<file path="src/rtl/cdc_fifo_wr_ctrl.sv">
// ---------------------------------------------------------------------------
// cdc_fifo_wr_ctrl
//   Write-side controller of a dual-clock FIFO, clocked entirely by clk_19_3.
//   It accepts producer writes and drives the write port of the dual-port RAM.
//   It publishes a registered Gray write pointer to the clk_4_5 read side.
//   The read side's Gray pointer is synchronised back into this domain and
//   used to derive full, almost_full, wr_level and a sticky overflow flag.
//
// Ports
//   clk_19_3           in   write-domain clock, rising edge
//   reset_button       in   asynchronous active-low reset
//   wr_en / wr_data    in   producer write request and data
//   rd_ptr_gray_async  in   read-side Gray pointer, unsynchronised
//   overflow_clr       in   clears the sticky overflow flag
//   wr_ptr_gray        out  registered Gray write pointer for the read side
//   mem_we/waddr/wdata out  RAM write port (captured on the same edge)
//   full, almost_full  out  registered occupancy flags
//   wr_level           out  registered occupancy, 0 .. 2**ADDR_W
//   overflow           out  sticky: a write was attempted while full
// ---------------------------------------------------------------------------
module cdc_fifo_wr_ctrl #(
    parameter int DATA_W      = 6,
    parameter int ADDR_W      = 4,
    parameter int SYNC_STAGES = 2,
    parameter int AF_THRESH   = 14
) (
    input  logic              clk_19_3,
    input  logic              reset_button,
    input  logic              wr_en,
    input  logic [DATA_W-1:0] wr_data,
    input  logic [ADDR_W:0]   rd_ptr_gray_async,
    output logic [ADDR_W:0]   wr_ptr_gray,
    output logic              mem_we,
    output logic [ADDR_W-1:0] mem_waddr,
    output logic [DATA_W-1:0] mem_wdata,
    output logic              full,
    output logic              almost_full,
    output logic [ADDR_W:0]   wr_level,
    output logic              overflow,
    input  logic              overflow_clr
);

    localparam int              PW     = ADDR_W + 1;
    localparam logic [PW-1:0]   AF_LVL = PW'(AF_THRESH);

    logic                             accept;
    logic [PW-1:0]                    wbin;
    logic [PW-1:0]                    wbin_next;
    logic [PW-1:0]                    gray_next;
    logic [PW-1:0]                    rq_sync;
    logic [PW-1:0]                    rd_bin_sync;
    logic [PW-1:0]                    level_next;
    logic [PW-1:0]                    full_cmp;
    logic [SYNC_STAGES-1:0][PW-1:0]   rq_pipe;

    // Writes are dropped while full, so the RAM and pointer never see them.
    assign accept    = wr_en & ~full;
    assign mem_we    = accept;
    assign mem_waddr = wbin[ADDR_W-1:0];
    assign mem_wdata = wr_data;

    assign wbin_next = wbin + {{ADDR_W{1'b0}}, accept};
    assign gray_next = wbin_next ^ (wbin_next >> 1);

    // Synchroniser output is the last stage of the shift chain.
    assign rq_sync = rq_pipe[SYNC_STAGES-1];

    // Gray to binary: bit i is the XOR of all Gray bits at or above i.
    always_comb begin
        rd_bin_sync = '0;
        for (int i = 0; i < PW; i++)
            rd_bin_sync[i] = ^(rq_sync >> i);
    end

    // Full when the write pointer is exactly one lap ahead of the read
    // pointer: in Gray that means the top two bits inverted, the rest equal.
    assign full_cmp   = {~rq_sync[PW-1:PW-2], rq_sync[PW-3:0]};
    assign level_next = wbin_next - rd_bin_sync;

    // Read-pointer synchroniser: raw async input goes straight into stage 0.
    always_ff @(posedge clk_19_3 or negedge reset_button) begin
        if (!reset_button)
            rq_pipe <= '0;
        else
            rq_pipe <= {rq_pipe[SYNC_STAGES-2:0], rd_ptr_gray_async};
    end

    always_ff @(posedge clk_19_3 or negedge reset_button) begin
        if (!reset_button) begin
            wbin        <= '0;
            wr_ptr_gray <= '0;
            full        <= 1'b0;
            almost_full <= 1'b0;
            wr_level    <= '0;
            overflow    <= 1'b0;
        end else begin
            wbin        <= wbin_next;
            // Published on the same edge the RAM captures the data.
            wr_ptr_gray <= gray_next;
            full        <= (gray_next == full_cmp);
            almost_full <= (level_next >= AF_LVL);
            wr_level    <= level_next;
            // Set takes priority over clear.
            if (wr_en & full)
                overflow <= 1'b1;
            else if (overflow_clr)
                overflow <= 1'b0;
        end
    end

endmodule

</file>
<file path="config.mk">
export PLATFORM = sky130hd
export DESIGN_NAME = cdc_fifo_wr_ctrl
export DESIGN_NICKNAME = d
export VERILOG_FILES = /design/src/rtl/cdc_fifo_wr_ctrl.sv
export SDC_FILE = /design/constraint.sdc
export NUM_CORES = 1
export LEC_CHECK = 0
export ABC_AREA = 1
export CORE_UTILIZATION = 46
export CTS_BUF_LIST = sky130_fd_sc_hd__clkbuf_4 sky130_fd_sc_hd__clkbuf_8 sky130_fd_sc_hd__clkbuf_16
export DETAILED_ROUTE_END_ITERATION = 10
export GPL_TIMING_DRIVEN = 0
export PLACE_DENSITY = 0.79
export SETUP_SLACK_MARGIN = 0.1
export SYNTH_ARGS = -nofsm -noshare
export SYNTH_HDL_FRONTEND = slang
export SYNTH_SLANG_ARGS = --single-unit
</file>
<file path="constraint.sdc">
create_clock -name clk_19_3 -period 2.62 [get_ports clk_19_3]
set_input_delay 0.262 -clock clk_19_3 [delete_from_list [all_inputs] [get_ports clk_19_3]]
set_output_delay 0.262 -clock clk_19_3 [all_outputs]
set_load 0.005 [all_outputs]
</file>
**After elaboration in Yosys (flattened, before gate mapping)**

Cells that the tools add are included.

- Flip-flop bits (word level): 28
- RAM bits: 0
- Memory bits (read-only): 0
- Memories kept: 0
- Bits in latches: 0

- Eq/ne operators: 1
- Add/sub/neg operators: 2
- Reduce and logical (&&, ||, !) cells: 6
- Bitwise logic cells: 5
- Multiplexer cells: 2
- $lt $le $gt $ge: 1
- $mul: 0
- Divide/modulo/power cells: 0
- Shift operators: 0

Operators with widths:

| cell | count |
|---|---|
| 5-bit parity | 5 |
| 5-bit by 1-bit adder with 5-bit output | 1 |
| 5-bit == test | 1 |
| 5-bit by 4-bit >= comparator with 1-bit output, second input constant | 1 |
| 5-bit subtractor | 1 |
| 5-bit by 4-bit XOR with 5-bit output | 1 |
| 1-bit bitwise AND | 2 |
| 1-bit 2-to-1 mux | 2 |
| 2-bit inverter | 1 |
| 2-bit nonzero test | 1 |
| 1-bit inverter | 1 |

**Logic depth before layout (Yosys ltp)**

Gate-level depths: netlist of run 1.

- Depth after elaboration: 5
- Gate-level depth with buffers: 16
- Depth with buffers taken out: 16

**Worst setup path after synthesis of run 1**

No wires, ideal clock.

- Path type: flip-flop to flip-flop
- From: reg full
- To: reg almost_full
- Slack: 0.494 ns
- Stages on the path, launching flop included: 15
- Data required time: 2.502 ns
- Clock period less this slack: 2.126 ns
- Data arrival time: 2.008 ns
- Library setup time: 0.118 ns
- Path through: dfrtp_1 nor2_1 ha_1 ha_1 nand2_1 nand2_2 inv_1 ha_1 inv_1 o21ai_0 nand2_1 nand2_1 nand2_1 nand2_1 nand2_1

- Word-level cells in the longest chain between the ends: 5

Ends and longest elaborated chain:

| item | line | source |
|---|---|---|
| start, declared | 36 | `output logic full,` |
| start signal, assigned | 100 | `full <= (gray_next == full_cmp);` |
| 1-bit inverter | 57 | `assign accept = wr_en & ~full;` |
| 1-bit bitwise AND | 57 |  |
| named net mem_we | 33 | `output logic mem_we,` |
| 5-bit by 1-bit adder with 5-bit output | 62 | `assign wbin_next = wbin + {{ADDR_W{1'b0}}, accept};` |
| named net wbin_next[2] | 48 | `logic [PW-1:0] wbin_next;` |
| 5-bit subtractor | 78 | `assign level_next = wbin_next - rd_bin_sync;` |
| 5-bit by 4-bit >= comparator with 1-bit output | 101 | `almost_full <= (level_next >= AF_LVL);` |
| end signal, assigned | 101 |  |
| end, declared | 37 | `output logic almost_full,` |

The timed path passes the listed nets, and every way through them passes these cells.
A chain may end at the register's enable or synchronous reset.

**Worst setup path after layout of run 1**

- From: reg rq_pipe (netlist bit rq_sync[4])
- To: reg almost_full

- Word-level cells in the longest chain between the ends: 3
- Elaborated cells between the ends (all ways): 7

Ends and longest elaborated chain:

| item | line | source |
|---|---|---|
| start, declared | 54 | `logic [SYNC_STAGES-1:0][PW-1:0] rq_pipe;` |
| start signal, assigned | 85 | `rq_pipe <= {rq_pipe[SYNC_STAGES-2:0], rd_ptr_gray_async};` |
| 5-bit parity | 72 | `rd_bin_sync[i] = ^(rq_sync >> i);` |
| 5-bit subtractor * | 78 |  |
| 5-bit by 4-bit >= comparator with 1-bit output * | 101 |  |

Mark *: on every way between the ends. The rest lies on a longest branch, timed or not.

==> results.md, run 1 <==
* Max-cap violation count at 0
* Antenna violations before repair at 0
* Cell depth of the worst hold path at 1
* Commonest cells after routing, fill and taps aside: sky130_fd_sc_hd__nand2_1 (38), sky130_fd_sc_hd__clkdlybuf4s50_1 (32), sky130_fd_sc_hd__dfrtp_1 (27)
* Fillcell total at between 200 and 250
* I/O pin cnt at 39
* Post-synth design cell area at 0.00129 mm²
* Peak supply drop at about 690 µV
* Worst reg2reg endpoint: almost_full$_DFF_PN0_
* Total Nets Final at 202
* Worst reg2reg setup slack at approximately 330 ps
* Placed instance count at ~210
* Worst hold path startpoint: rd_ptr_gray_async[4]
* Area of the die at roughly 0.0030 mm²
* Final setup violating endpoints at 0
* Library cell appearing most often on the critical path: sky130_fd_sc_hd__nand2_1
* Cell count after synthesis at ~140
* CTS tree: yes
* Antenna Violating Nets Remaining at 0
* H-tree depth at 1
* Final number of max-transition violations at 0
* Number of standard-cell rows in the floorplan at 18
* Buffer depth of the longest clock path at 2
* Maximum clock frequency at ~440 MHz
* CP required at 2840 ps
* Type of element capturing the critical path: register
* Worst EP arrival at 2520 ps
* First-iteration detailed-routing DRC count at 14
* Leading area contributor after synthesis: sky130_fd_sc_hd__dfrtp_1
* Seq/Total Area, Yosys at 52.4%
* Clock tree sinks at 27
* Post-layout total power at approximately 1.9 mW
* Rel. slew slack at between 20% and 30%
* Starting utilization of the core area at roughly 50%
* Total vias in the final route at about 1000
* Final hold vios at 0
* Drc violations at 0
* Cell area power density at approximately 1100 mW/mm²
* Worst reg2reg path startpoint: rq_sync[4]$_DFF_PN0_
* Area overhead of the layout relative to synthesis at 32.5%
* Largest clock skew in the final design at about 1.9 ps
* Most common cell after layout, fill and taps aside: sky130_fd_sc_hd__nand2_1
* RSZ-0062 raised after global routing: false
* Worst hold margin at ~360 ps
* Weighted congestion reported at the end of routability-driven placement at approximately 0.89
* Mean post-synth cell area at 8.95 µm²
* Count of warnings emitted by yosys at 0
* Vias per Instance at approximately 5
* Worst Max-Slew Pin Slew at 1160 ps
* Pin count of the biggest net entering global routing at 28
* Post-CTS Repair Setup Buffers at 0
* Startpoint type of the worst setup path: register
* Worst min-delay path class: in2reg
* Die span in y at roughly 55 µm
* Yosys cell types at 17
* Fin util at ~67%
* Critical path fanouts, max at 4
* Crit Path Class: reg2reg
* Flop and latch count out of synthesis at 27
* Worst reg2reg path depth at 14
* Overall fraction of global-route tracks in use at ~18%
* Fraction of the cycle the final worst path needs at roughly 88%
* Finished Layout Cells at 210
* Critical path, cell by cell: inv_2, nand2_1, nand2_2, xor2_4, xor2_1, inv_1, ha_1, fa_2, o21ai_1, nand2_1, nand2_1, nand2_1, nand2_1, nand2_1
* Top post-synthesis cells by area: sky130_fd_sc_hd__dfrtp_1 (52%), sky130_fd_sc_hd__nand2_1 (11%), sky130_fd_sc_hd__nand3_1 (7.0%), sky130_fd_sc_hd__inv_1 (7.0%), sky130_fd_sc_hd__ha_1 (4.9%)
* Synthesized netlist net count at 165
* Max stage delay cell, worst path: sky130_fd_sc_hd__dfrtp_1
* Final critical path time including I/O delays and setup at around 2300 ps
* Via count of the first global-routing pass at slightly below 1000
* DR WL/cell at between 10 and 15 µm
* Core Area at 0.00257 mm²
* Later-pin clock latency in the skew report at roughly 310 ps
* Worst Hold Path EP: rq_pipe[4]$_DFF_PN0_
* Diodes inserted at 0
* Largest stage delay on the critical path at about 440 ps
* First-pass GRT wire length at a little under 4000 µm
* Horiz. Die Dim at between 50 and 60 µm
* Leakage power summed over all cells at about 0.86 nW
* DPL Wire Length at between 1500 and 2000 µm
* Total Wirelength at around 2400 µm
* Clock slew seen by the registers of the worst setup and hold paths at ~140 ps
* Share of final-layout standard cells stronger than drive strength 1 at roughly 13%
* Area share of the leading cell type in the synthesized netlist at between 50% and 60%
* Outcome: finished, final reports clean
* Clock Tree Root: sky130_fd_sc_hd__clkbuf_4
* Number of iterations in the first detailed-routing pass at 4
* Number of buffers inserted by port buffering at 32
* Total grt overflow at 0
* Number of buffers created by CTS at 3
[worst max-delay path by stage]
stage / start / end / slack [ps] / cells after the start
floorplan: full$_DFF_PN0_ / almost_full$_DFF_PN0_ / 490 / 14
global placement: wr_en / almost_full$_DFF_PN0_ / -20 / 16
detailed placement: wr_en / almost_full$_DFF_PN0_ / -170 / 16
CTS: wr_en / almost_full$_DFF_PN0_ / 170 / 16
global route: rq_sync[4]$_DFF_PN0_ / almost_full$_DFF_PN0_ / 110 / 14
finish: rq_sync[4]$_DFF_PN0_ / almost_full$_DFF_PN0_ / 330 / 14
[power by group]
| group | leakage (nW) | switching, mW | total, mW | internal (mW) |
|---|---|---|---|---|
| logic | 0.522 | 0.568 | 1.10 | 0.529 |
| clock network | 0.0177 | 0.118 | 0.175 | 0.0571 |
| registers | 0.320 | 0.0779 | 0.635 | 0.557 |
[stage by stage]
step / TNS (ps) / cell area (µm²) / setup WS [ps]
after global routing: 0 / 1710 / 113
final: 0 / 1710 / 327
after floorplan: 0 / 1290 / 494
after global placement: -28.7 / 1650 / -22.4
after CTS: 0 / 1670 / 172
after detailed placement: -318 / 1650 / -170
[state kept, by name, indices dropped and copies added (netlist names)]
| name | cells |
|---|---|
| rq_pipe | 5 |
| rq_sync | 5 |
| wbin | 5 |
| wr_level | 5 |
| wr_ptr_gray | 4 |
| almost_full | 1 |
| full | 1 |
| overflow | 1 |
[critical path, delay by kind of cell (launching register included)]
kind,cells,cell delay (ps)
AOI/OAI and AO/OA,1,160
xor gates and xnor gates,2,390
adders and majority gates,2,550
buffers and inverters,2,140
DFF,1,440
and+or+nand+nor,7,520
[cells in the mapped netlist]
master and instances:
sky130_fd_sc_hd__fa_1 1, sky130_fd_sc_hd__nand4_1 3, sky130_fd_sc_hd__xnor2_1 1, sky130_fd_sc_hd__xor2_1 3
sky130_fd_sc_hd__o21ai_0 3, sky130_fd_sc_hd__nand3b_1 2, sky130_fd_sc_hd__dfrtp_1 27, sky130_fd_sc_hd__ha_1 5
sky130_fd_sc_hd__inv_1 24, sky130_fd_sc_hd__xor2_2 1, sky130_fd_sc_hd__inv_2 1, sky130_fd_sc_hd__nand3_1 18
sky130_fd_sc_hd__and2_1 1, sky130_fd_sc_hd__buf_4 6, sky130_fd_sc_hd__nor2_1 4, sky130_fd_sc_hd__nand2_2 6
sky130_fd_sc_hd__nand2_1 38
[metal layers]
metal,GRT usage [%],vias to the layer above,routed length (µm)
li1,-,510,-
met1,21.8,481,978
met2,31.9,33,1260
met3,3.01,2,120
met4,6.25,0,10
met5,0,-,0
[final cells by class]
class / count / area [µm²] / area share (%)
multi-input combinational: 86 / 508 / 29.7
buffer: 6 / 45.0 / 2.64
clock inverter: 1 / 5.00 / 0.293
sequential: 27 / 676 / 39.6
inverter: 25 / 93.8 / 5.49
tap: 30 / 37.5 / 2.20
clock buffer: 3 / 22.5 / 1.32
timing repair buffer: 32 / 320 / 18.8
[cell families (layout without fill, tap and decap cells)]
| kind of cell | Yosys count | after routing | share of synthesized area (%) |
|---|---|---|---|
| DFF | 27 | 27 | 52.4 |
| buffers and inverters | 31 | 67 | 10.8 |
| adders and majority gates | 6 | 6 | 6.41 |
| xor gates and xnor gates | 5 | 5 | 3.98 |
| AOI/OAI and AO/OA | 3 | 3 | 1.16 |
| and+or+nand+nor | 72 | 72 | 25.2 |
[repair_timing]
item                                    4_1_cts  5_1_grt
gates resized for setup                       0        7
endpoints found under the setup margin        0        2
hold buffers                                  0        0
Note: power is estimated with default switching activity, not from simulation.
==> run 2: changes to the inputs <==
--- a/config.mk
+++ b/config.mk
@@ -8,6 +8,7 @@
 export ABC_AREA = 1
 export CORE_UTILIZATION = 46
 export CTS_BUF_LIST = sky130_fd_sc_hd__clkbuf_4 sky130_fd_sc_hd__clkbuf_8 sky130_fd_sc_hd__clkbuf_16
+export CTS_CLUSTER_SIZE = 40
 export DETAILED_ROUTE_END_ITERATION = 10
 export GPL_TIMING_DRIVEN = 0
 export PLACE_DENSITY = 0.79
==> results of run 2 <==
Same layout as run 1: the final DEF is identical, and so are final timing and power.
